[src/rtl/text_cmd_sequencer.sv]
// text_cmd_sequencer
//   Command FIFO plus issue sequencer in front of the text buffer stage.
//   24-bit commands (opcode in [23:16]) are queued and issued at most one per
//   cycle. Opcode 253 (flush) is forwarded and then holds issue until the text
//   buffer reports completion. Opcode 254 (clear) is not forwarded; instead it
//   expands into a COLS x ROWS sweep of per-cell clear strobes.
//
//   Optional feature macro: TXTSEQ_TIMEOUT_EN
//     defined   -> an 11-bit watchdog abandons a flush wait after 2047 cycles
//                  and raises sticky tmo.
//     undefined -> flush wait is unbounded and tmo is tied low.
//
// Ports
//   clk        system clock
//   rst        asynchronous active-low reset
//   cmd_in     command word from CPU bus
//   cmd_wr     push strobe
//   cmd_full   FIFO full (combinational)
//   cmd_count  FIFO occupancy (combinational)
//   ovf        sticky: a push was dropped on a full FIFO
//   out        command word to text buffer
//   start      command strobe to text buffer
//   clearx     clear column to text buffer
//   cleary     clear row to text buffer
//   flush_irq  flush-complete pulse from text buffer
//   busy       sequencer not idle or FIFO non-empty (combinational)
//   irq        one-cycle pulse with the final clear strobe
//   tmo        sticky flush-timeout flag
module text_cmd_sequencer #(
  parameter int unsigned DEPTH = 16,
  parameter int unsigned COLS  = 43,
  parameter int unsigned ROWS  = 32
) (
  input  logic                     clk,
  input  logic                     rst,
  input  logic [23:0]              cmd_in,
  input  logic                     cmd_wr,
  output logic                     cmd_full,
  output logic [$clog2(DEPTH):0]   cmd_count,
  output logic                     ovf,
  output logic [23:0]              out,
  output logic                     start,
  output logic [5:0]               clearx,
  output logic [4:0]               cleary,
  input  logic                     flush_irq,
  output logic                     busy,
  output logic                     irq,
  output logic                     tmo
);

  localparam int unsigned AW = $clog2(DEPTH);
  localparam int unsigned CW = AW + 1;

  localparam logic [7:0]  OP_FLUSH = 8'd253;
  localparam logic [7:0]  OP_CLEAR = 8'd254;
  localparam logic [23:0] CLR_WORD = {OP_CLEAR, 16'd0};
  localparam logic [5:0]  LAST_X   = 6'(COLS - 1);
  localparam logic [4:0]  LAST_Y   = 5'(ROWS - 1);
  // A 1x1 screen finishes on the very first clear cell.
  localparam logic        ONE_CELL = 1'((COLS == 1) && (ROWS == 1));

  typedef enum logic [1:0] {
    S_IDLE       = 2'd0,
    S_WAIT_FLUSH = 2'd1,
    S_CLEAR      = 2'd2
  } state_t;

  state_t state_q, state_d;

  // FIFO storage and pointers
  logic [23:0]   mem [DEPTH];
  logic [AW-1:0] wr_ptr_q;
  logic [AW-1:0] rd_ptr_q;
  logic [CW-1:0] count_q;
  logic          empty;
  logic          push;
  logic          pop;
  logic [23:0]   head;

  // Next values for registered outputs
  logic [23:0] out_d;
  logic        start_d;
  logic [5:0]  clearx_d;
  logic [4:0]  cleary_d;
  logic        irq_d;
  logic        clear_last;

  assign empty     = (count_q == '0);
  assign cmd_full  = (count_q == CW'(DEPTH));
  assign cmd_count = count_q;
  // A pop in the same cycle never frees a slot for a push to a full FIFO.
  assign push      = cmd_wr && !cmd_full;
  assign head      = mem[rd_ptr_q];
  assign busy      = (state_q != S_IDLE) || !empty;
  // In CLEAR the output registers always hold the cell being emitted.
  assign clear_last = (clearx == LAST_X) && (cleary == LAST_Y);

`ifdef TXTSEQ_TIMEOUT_EN
  localparam logic [10:0] TMO_LAST = 11'd2046;
  logic [10:0] tmo_cnt_q;
  logic        tmo_set;
  logic        tmo_q;
`endif

  // Next-state and next-output decode
  always_comb begin
    state_d  = state_q;
    pop      = 1'b0;
    out_d    = '0;
    start_d  = 1'b0;
    clearx_d = '0;
    cleary_d = '0;
    irq_d    = 1'b0;
`ifdef TXTSEQ_TIMEOUT_EN
    tmo_set  = 1'b0;
`endif
    unique case (state_q)
      S_IDLE: begin
        if (!empty) begin
          pop = 1'b1;
          unique case (head[23:16])
            OP_FLUSH: begin
              out_d   = head;
              start_d = 1'b1;
              state_d = S_WAIT_FLUSH;
            end
            OP_CLEAR: begin
              out_d   = CLR_WORD;
              start_d = 1'b1;
              irq_d   = ONE_CELL;
              state_d = S_CLEAR;
            end
            default: begin
              out_d   = head;
              start_d = 1'b1;
            end
          endcase
        end
      end
      S_WAIT_FLUSH: begin
        if (flush_irq) begin
          state_d = S_IDLE;
        end
`ifdef TXTSEQ_TIMEOUT_EN
        else if (tmo_cnt_q == TMO_LAST) begin
          state_d = S_IDLE;
          tmo_set = 1'b1;
        end
`endif
      end
      S_CLEAR: begin
        if (clear_last) begin
          // Final strobe already out; sweep ends with outputs idle.
          state_d = S_IDLE;
        end else begin
          out_d   = CLR_WORD;
          start_d = 1'b1;
          if (clearx == LAST_X) begin
            clearx_d = '0;
            cleary_d = 5'(cleary + 5'd1);
          end else begin
            clearx_d = 6'(clearx + 6'd1);
            cleary_d = cleary;
          end
          irq_d = (clearx_d == LAST_X) && (cleary_d == LAST_Y);
        end
      end
      default: begin
        state_d = S_IDLE;
      end
    endcase
  end

  // State and registered outputs
  always_ff @(posedge clk or negedge rst) begin
    if (!rst) begin
      state_q <= S_IDLE;
      out     <= '0;
      start   <= 1'b0;
      clearx  <= '0;
      cleary  <= '0;
      irq     <= 1'b0;
      ovf     <= 1'b0;
    end else begin
      state_q <= state_d;
      out     <= out_d;
      start   <= start_d;
      clearx  <= clearx_d;
      cleary  <= cleary_d;
      irq     <= irq_d;
      if (cmd_wr && cmd_full) begin
        ovf <= 1'b1;
      end
    end
  end

  // FIFO pointers and occupancy
  always_ff @(posedge clk or negedge rst) begin
    if (!rst) begin
      wr_ptr_q <= '0;
      rd_ptr_q <= '0;
      count_q  <= '0;
    end else begin
      if (push) begin
        wr_ptr_q <= AW'(wr_ptr_q + 1'b1);
      end
      if (pop) begin
        rd_ptr_q <= AW'(rd_ptr_q + 1'b1);
      end
      unique case ({push, pop})
        2'b10:   count_q <= CW'(count_q + 1'b1);
        2'b01:   count_q <= CW'(count_q - 1'b1);
        default: count_q <= count_q;
      endcase
    end
  end

  // FIFO storage array (no reset needed; occupancy gates reads)
  always_ff @(posedge clk) begin
    if (push) begin
      mem[wr_ptr_q] <= cmd_in;
    end
  end

`ifdef TXTSEQ_TIMEOUT_EN
  // Flush watchdog: held at zero outside WAIT_FLUSH, so it starts at zero on entry.
  always_ff @(posedge clk or negedge rst) begin
    if (!rst) begin
      tmo_cnt_q <= '0;
      tmo_q     <= 1'b0;
    end else begin
      if (state_q == S_WAIT_FLUSH) begin
        tmo_cnt_q <= 11'(tmo_cnt_q + 11'd1);
      end else begin
        tmo_cnt_q <= '0;
      end
      if (tmo_set) begin
        tmo_q <= 1'b1;
      end
    end
  end

  assign tmo = tmo_q;
`else
  assign tmo = 1'b0;
`endif

endmodule

[config.mk]
export PLATFORM = sky130hd
export DESIGN_NAME = text_cmd_sequencer
export DESIGN_NICKNAME = d
export VERILOG_FILES = /design/src/rtl/text_cmd_sequencer.sv
export SDC_FILE = /design/constraint.sdc
export NUM_CORES = 1
export LEC_CHECK = 0
export ABC_CLOCK_PERIOD_IN_PS = 4400
export CORE_MARGIN = 2
export CORE_UTILIZATION = 55
export CTS_BUF_LIST = sky130_fd_sc_hd__clkbuf_8
export DETAILED_ROUTE_END_ITERATION = 10
export PLACE_DENSITY = 0.77
export SLEW_MARGIN = 5
export SYNTH_ARGS = -nofsm -noshare
export SYNTH_HDL_FRONTEND = slang
export SYNTH_SLANG_ARGS = --single-unit
[constraint.sdc]
create_clock -name clk -period 4.4 [get_ports clk]
set_input_delay 0.88 -clock clk [delete_from_list [all_inputs] [get_ports clk]]
set_output_delay 0.88 -clock clk [all_outputs]
set_load 0.02 [all_outputs]
; Word level (Yosys, flattened, before mapping)
; Memories as Yosys holds them, arrays and structs flattened.
; Cells that the tools add are included.
[totals]
register_bits = 53
ram_bits = 384
mem_count = 1
[classes]
n_addsub = 6
n_eq_ne = 15
mux = 28
n_reduce_logical = 12
[mem_list]
columns = name, depth, width, rd, rd_clocked_by_memory_dff, wr, line
row1 = mem, 16, 24, 1, 0, 1, 71  ; logic [23:0] mem [DEPTH];
[op_table]
columns = op, n
row1 = 2-to-1 mux 24 bit, 3
row2 = case mux 24 bit (2 select lines), 1
row3 = 2-to-1 mux 6 bit, 5
row4 = 2-to-1 mux 5 bit, 5
row5 = equality test 8 bit (second input constant), 2
row6 = equality test 5 bit (second input constant), 3
row7 = equality test 6 bit (second input constant), 2
row8 = adder 5 x 1 -> 5 bit (second input constant), 2
row9 = case mux 5 bit (2 select lines), 1
row10 = adder 4 x 1 -> 4 bit (second input constant), 2
row11 = 2-to-1 mux 1 bit, 7
row12 = adder 6 x 1 -> 6 bit (second input constant), 1
row13 = 2-to-1 mux 2 bit, 3
row14 = != test 2 bit (second input constant), 3
row15 = case mux 2 bit (3 select lines), 1
row16 = logical NOT 5 bit, 1
row17 = subtractor 5 x 1 -> 5 bit (second input constant), 1
row18 = equality test 2 x 1 -> 1 bit (second input constant), 2
row19 = equality test 2 bit (second input constant), 2
row20 = logical AND 1 bit, 4
row21 = case mux 2 bit (2 select lines), 1
row22 = AND reduction 4 bit, 1
row23 = nonzero test 2 bit, 2
row24 = != test 3 x 1 -> 1 bit (second input constant), 1
row25 = other kinds (4), 5

; Depth between registers and ports, before layout
[logic_depth]
word_depth = 8
mapped_depth = 12
ltp_nobuf = 11

; Least setup slack after synthesis
; No wires, ideal clock.
[synth_path]
kind = input to register
start = input port cmd_wr
end = memory mem[3][0], enable pin
arrival_ns = 3.091
required_ns = 3.965
slack_ns = 0.874
cell_stages = 4
cell_sequence = and2_1 -> clkbuf_1 -> nand2_1 -> nor3_1
[synth_between]
elab_chain_cells = 3
[synth_lines]
columns = item, line
row1 = from (decl), 37  ; input logic cmd_wr,
row2 = logical AND 1 bit, 92  ; assign push = cmd_wr && !cmd_full;
row3 = 2-to-1 mux 1 bit, 220  ; if (push) begin
row4 = 2-to-1 mux 1 bit (not written as such), 221  ; mem[wr_ptr_q] <= cmd_in;
row5 = to (decl), 71
; No other way between the ends.

; Worst setup path after layout
[layout_path]
start = register count_q[0] (netlist: cmd_count[0])
end = register count_q[4] (netlist: cmd_count[4])
[layout_between]
elab_chain_cells = 5
word_cells_on_any_way = 12
classes_between = add/sub (2) / eq/ne (3) / mux (3) / reduce/logical (4)
[layout_lines]
columns = item, line
row1 = from (decl), 74  ; logic [CW-1:0] count_q;
row2 = from (signal assigned), 211  ; 2'b10: count_q <= CW'(count_q + 1'b1);
row3 = from (signal assigned), 212  ; 2'b01: count_q <= CW'(count_q - 1'b1);
row4 = from (signal assigned), 213  ; default: count_q <= count_q;
row5 = logical NOT 5 bit (*), 88  ; assign empty = (count_q == '0);
row6 = 2-to-1 mux 1 bit (*), -
row7 = 2-to-1 mux 1 bit (*), 117  ; unique case (state_q)
row8 = named net pop, 77  ; logic pop;
row9 = equality test 2 x 1 -> 1 bit / equality test 2 bit (equally long branches), 210  ; unique case ({push, pop})
row10 = case mux 5 bit (2 select lines) / nonzero test 2 bit (equally long branches), -
; The timed path passes the listed nets; every way through them passes the cells marked *.
; A chain may end at the register's enable or synchronous reset.

==> results by stage <==
Critical path:
- Data on the critical path arrives at its endpoint at 3.81 ns.
- The most frequent cell on the critical path is xor2_1.
- Walking the worst path, the cells encountered are nor4_1 -> nor2b_1 -> nand2b_1 -> clkinv_1 -> ha_1 -> fa_1 -> a21o_1 -> a21oi_1 -> xor2_1 -> nor2_1 -> xor2_1.
- The biggest cell delay along the critical path is approximately 0.45 ns.
- Broken down by cell family, the worst path's largest delay share belongs to simple AND/OR/NAND/NOR gates.
- The endpoint kind of the worst setup timing path is a flop.
- STA classifies the critical path startpoint as a flop.
- Data on the critical path is required at its endpoint by just under 5 ns.
- The biggest fanout along the worst timing path is 10.
- The cell with the largest stage delay on the worst path is dfrtp_1.
- The critical path class is reg -> reg.
- Counting both buffers and inverters, the worst setup path holds a total of 1.

Yosys:
- The count of yosys warnings during synthesis is 0.
- The proportion of synthesized flip-flops having asynchronous set or reset is roughly an eighth.
- The average footprint of a synthesized cell is approximately 22 um^2.
- The mapped netlist covers 16900 um^2.
- The number of nets in the synthesized netlist is between 800 and 900.
- For this run, the register share of the synthesized area comes to between 70% and 80%.
- The synthesized design contains ~380 enable-type register cells.
- Synthesis inferred 437 register bits.
- The cell count after synthesis is approximately 780.
- For this run, the leading register cell type out of synthesis is edfxtp_1.
- In this run, distinct cell masters in the synthesized netlist total 44.

Detailed routing:
- For this block, the routed nets add up to about 32000 um of wire.
- After detailed routing, no signal wire sits above met4.
- The routed layout has between 7000 and 8000 vias.
- The number of vias per cell is 5.87.
- For this block, the initial DRC count from the detailed router was 808.
- After detailed routing, the wire length on met1 is around 13000 um.
- The detail route stage leaves a number of antenna-violating nets equal to 0.
- Dividing the detail-routed wire length by the instance count gives 23.6 um.
- The met2 layer wire length in the routed design is 15900 um.
- In the routed design, unresolved DRC markers number 0.
- Detailed routing placed a total of between 1500 and 2000 um of wire on met3.
- The number of search-and-repair iterations in the first detailed-routing pass is 4.

Pwr:
- Overall power consumption after layout is estimated at 12.1 mW.
- The analysis attributes to cell leakage a power of between 6 and 7 nW.
- The areal power density over the cells is 627 nW/um^2.
- The switching part of the total is between 30% and 40%.
- Per report_power, the sequential group accounts for 45.2% of the total.
- The design internal power is around 8.4 mW.
- The net switching power of the design is around 3.7 mW.
- The portion of total power attributed to the clock network is between 20% and 30%.
- Combinational logic burns between 20% and 30% of the power.
- The worst-case IR drop observed on VDD is about 350 uV.

Finish:
- After the last flow step, the layout net total stands at ~950.
- Compared with the post-synthesis result, the final layout area differs by 14.6%.
- The fraction of layout cells with a size suffix above 1 is between 20% and 30%.
- The number of antenna cells inserted is 0.

STA:
- Adding up every negative setup slack in the final design gives 0 ns.
- Setup repair after global routing left no endpoint under its margin.
- The worst pin sits at a relative slew slack of 27.5%.
- The transition at the pin with the smallest max-transition slack is 1.09 ns.
- Subtracting the final worst setup slack from the clock period gives 3.34 ns.
- The max-slew violation count is 0.
- The total count of hold-check failures in the final report is 0.
- The count of final setup violators is 0.
- The fmax is 299 MHz.
- The worst path uses between 70% and 80% of the clock period.
- Clock skew on the completed layout was measured at around 0.022 ns.

Placed design:
- The routability-driven placement congestion ratio is 0.805.
- Summed over all nets, the half-perimeter wirelength after detailed placement is between 15000 and 20000 um.
- The total of buffers placed on input and output ports is 72.

Floorplanning:
- The die is 179 um wide.
- The number of cell rows is 64.
- The I/O pin count is between 70 and 80.
- The initial core utilization is 55.5%.
- The y dimension of the die is about 180 um.
- The full die area is approximately 32000 um^2.
- The core region is just over 30000 um^2.

GRT:
- The initial antenna violation count came to 0.
- The overall global routing resource usage is 20.9%.
- The via count of the first global-routing pass came to roughly 8200.
- The global-route wire length before repair is a little under 50000 um.
- The total overflow reported by the global router is 0.
- Entering global routing, the biggest net connects 66 pins.

Run status:
- The run finished with clean final reports.

CTS:
- For this design, the CTS-stage hold fixing added 0 buffers.
- The clock transition at the registers of the reported paths is roughly 0.060 ns.
- The total number of H-tree levels is 3.
- The number of CTS-inserted buffers is 70.
- For this design, the sink count on the clock tree is roughly 440.
- The number of setup buffers added after CTS is 0.
- The clock tree from TritonCTS is yes.
- The longest clock path from root to sink contains 3 buffers.
- The clock latency on the worst-skew pair is slightly below 0.6 ns.
- Post-CTS repair changed the size of 0 cells.
- The clock tree root driver cell is clkbuf_8.

Min path:
- The class of the worst hold path is in -> async.

Run:
- The number of maximum-capacitance violations is 0.
-- final timing paths --
check	from	endpoint	slack, ns	depth (start not counted)
hold reg to reg	ovf	ovf	0.46	1
min in group clk	ovf	ovf	0.46	1
setup / recovery	cmd_count[0]	cmd_count[4]	1.06	11
setup reg to reg	cmd_count[0]	cmd_count[4]	1.06	11
hold / removal	rst	out[13]	0.31	1
max in group asynchronous	rst	rd_ptr_q[1]	3.15	2
-- Yosys cell counts, types with 2 or more instances --
library cell	count	area share, %
nor2b_1	17	0.63
nor4_1	2	0.074
dfrtp_1	53	7.9
nor3b_1	2	0.089
a21oi_1	6	0.18
buf_4	6	0.27
ha_1	14	1.0
nor2_1	30	0.67
clkbuf_1	15	0.33
buf_1	4	0.089
mux4_1	10	1.6
buf_6	4	0.27
nand4_1	4	0.15
a22oi_1	10	0.44
edfxtp_1	384	68
a21o_1	5	0.22
and2_1	2	0.074
nor2b_2	2	0.10
nand2_1	37	0.82
xor2_1	7	0.36
nand3_1	3	0.089
a22o_1	6	0.31
o21ai_0	8	0.24
inv_1	6	0.13
nor3_1	6	0.18
buf_2	8	0.24
nand4b_1	2	0.10
xnor2_1	11	0.57
nand2b_1	4	0.15
mux4_2	102	14
-- power by group through the flow --
stage | registers, mW | logic, mW | clock network (mW)
final | 5.49 | 3.57 | 3.08
after global routing | 5.55 | 3.84 | 3.32
after CTS | 5.50 | 3.63 | 3.14
after detailed placement | 5.57 | 3.62 | 0
after global placement | 5.56 | 3.55 | 0
after floorplan | 5.49 | 2.54 | 0
-- kinds of logic (layout without fill, tap and decap cells) --
kind of cell	count (synthesis)	in the layout	synth area share, %
AOI/OAI and AO/OA	39	39	1.67
xor gates and xnor gates	18	18	0.934
adders and majority gates	15	15	1.16
buffers and inverters	45	217	1.47
DFF	437	437	76.1
muxes	114	114	15.3
other	1	1	0.0222
and+or+nand+nor	115	115	3.31
-- per-layer routing --
| metal | vias up | GRT usage, % |
|---|---|---|
| li1 | 3447 | - |
| met1 | 4185 | 29.8 |
| met2 | 242 | 33.0 |
| met3 | 58 | 4.26 |
| met4 | 0 | 6.79 |
| met5 | - | 0 |
-- state kept, by name, indices dropped and copies added, names as in the netlist --
signal     flops
clearx         6
cleary         5
cmd_count      5
irq            1
mem          384
out           24
ovf            1
rd_ptr_q       4
start          1
state_q        2
wr_ptr_q       4
-- cell type report --
cell class	count	area, um^2
Multi-Input combinational cell	302	3890
Sequential cell	437	12900
Clock buffer	74	1020
Clock inverter	50	223
Fill cell	2031	11100
Inverter	7	26.3
Timing Repair Buffer	86	833
Tap cell	396	495
-- stage by stage --
stage	setup WS, ns	util, %	instances	hold WS [ns]	area (um^2)
floorplan	0.874	-	784	0.541	16900
finish	1.06	63.6	1352	0.313	19400
detailed placement	1.03	59.5	1228	0.443	18100
global placement	1.05	59.5	1228	0.438	18100
global route	0.807	63.6	1352	0.333	19400
CTS	1.07	63.6	1352	0.305	19400
-- cells in the final DEF, fill, tap and decap left out, types with 3 or more instances in the layout --
| cell | count |
|---|---|
| edfxtp_1 | 384 |
| mux4_2 | 102 |
| clkbuf_8 | 74 |
| clkdlybuf4s50_1 | 71 |
| dfrtp_1 | 51 |
| nand2_1 | 37 |
| inv_1 | 35 |
| nor2_1 | 18 |
| nor2b_1 | 17 |
| clkinv_1 | 14 |
| ha_1 | 14 |
| nor2_4 | 13 |
| buf_4 | 13 |
| xnor2_1 | 11 |
| mux4_1 | 10 |
| a22oi_1 | 10 |
| o21ai_0 | 8 |
| xor2_1 | 7 |
| a22o_1 | 6 |
| a21oi_1 | 6 |
| a21o_1 | 5 |
| nand2b_1 | 4 |
| nand4_1 | 4 |
| nor3_2 | 4 |
| nand3_1 | 3 |
Power figures use the tool's default switching activity.
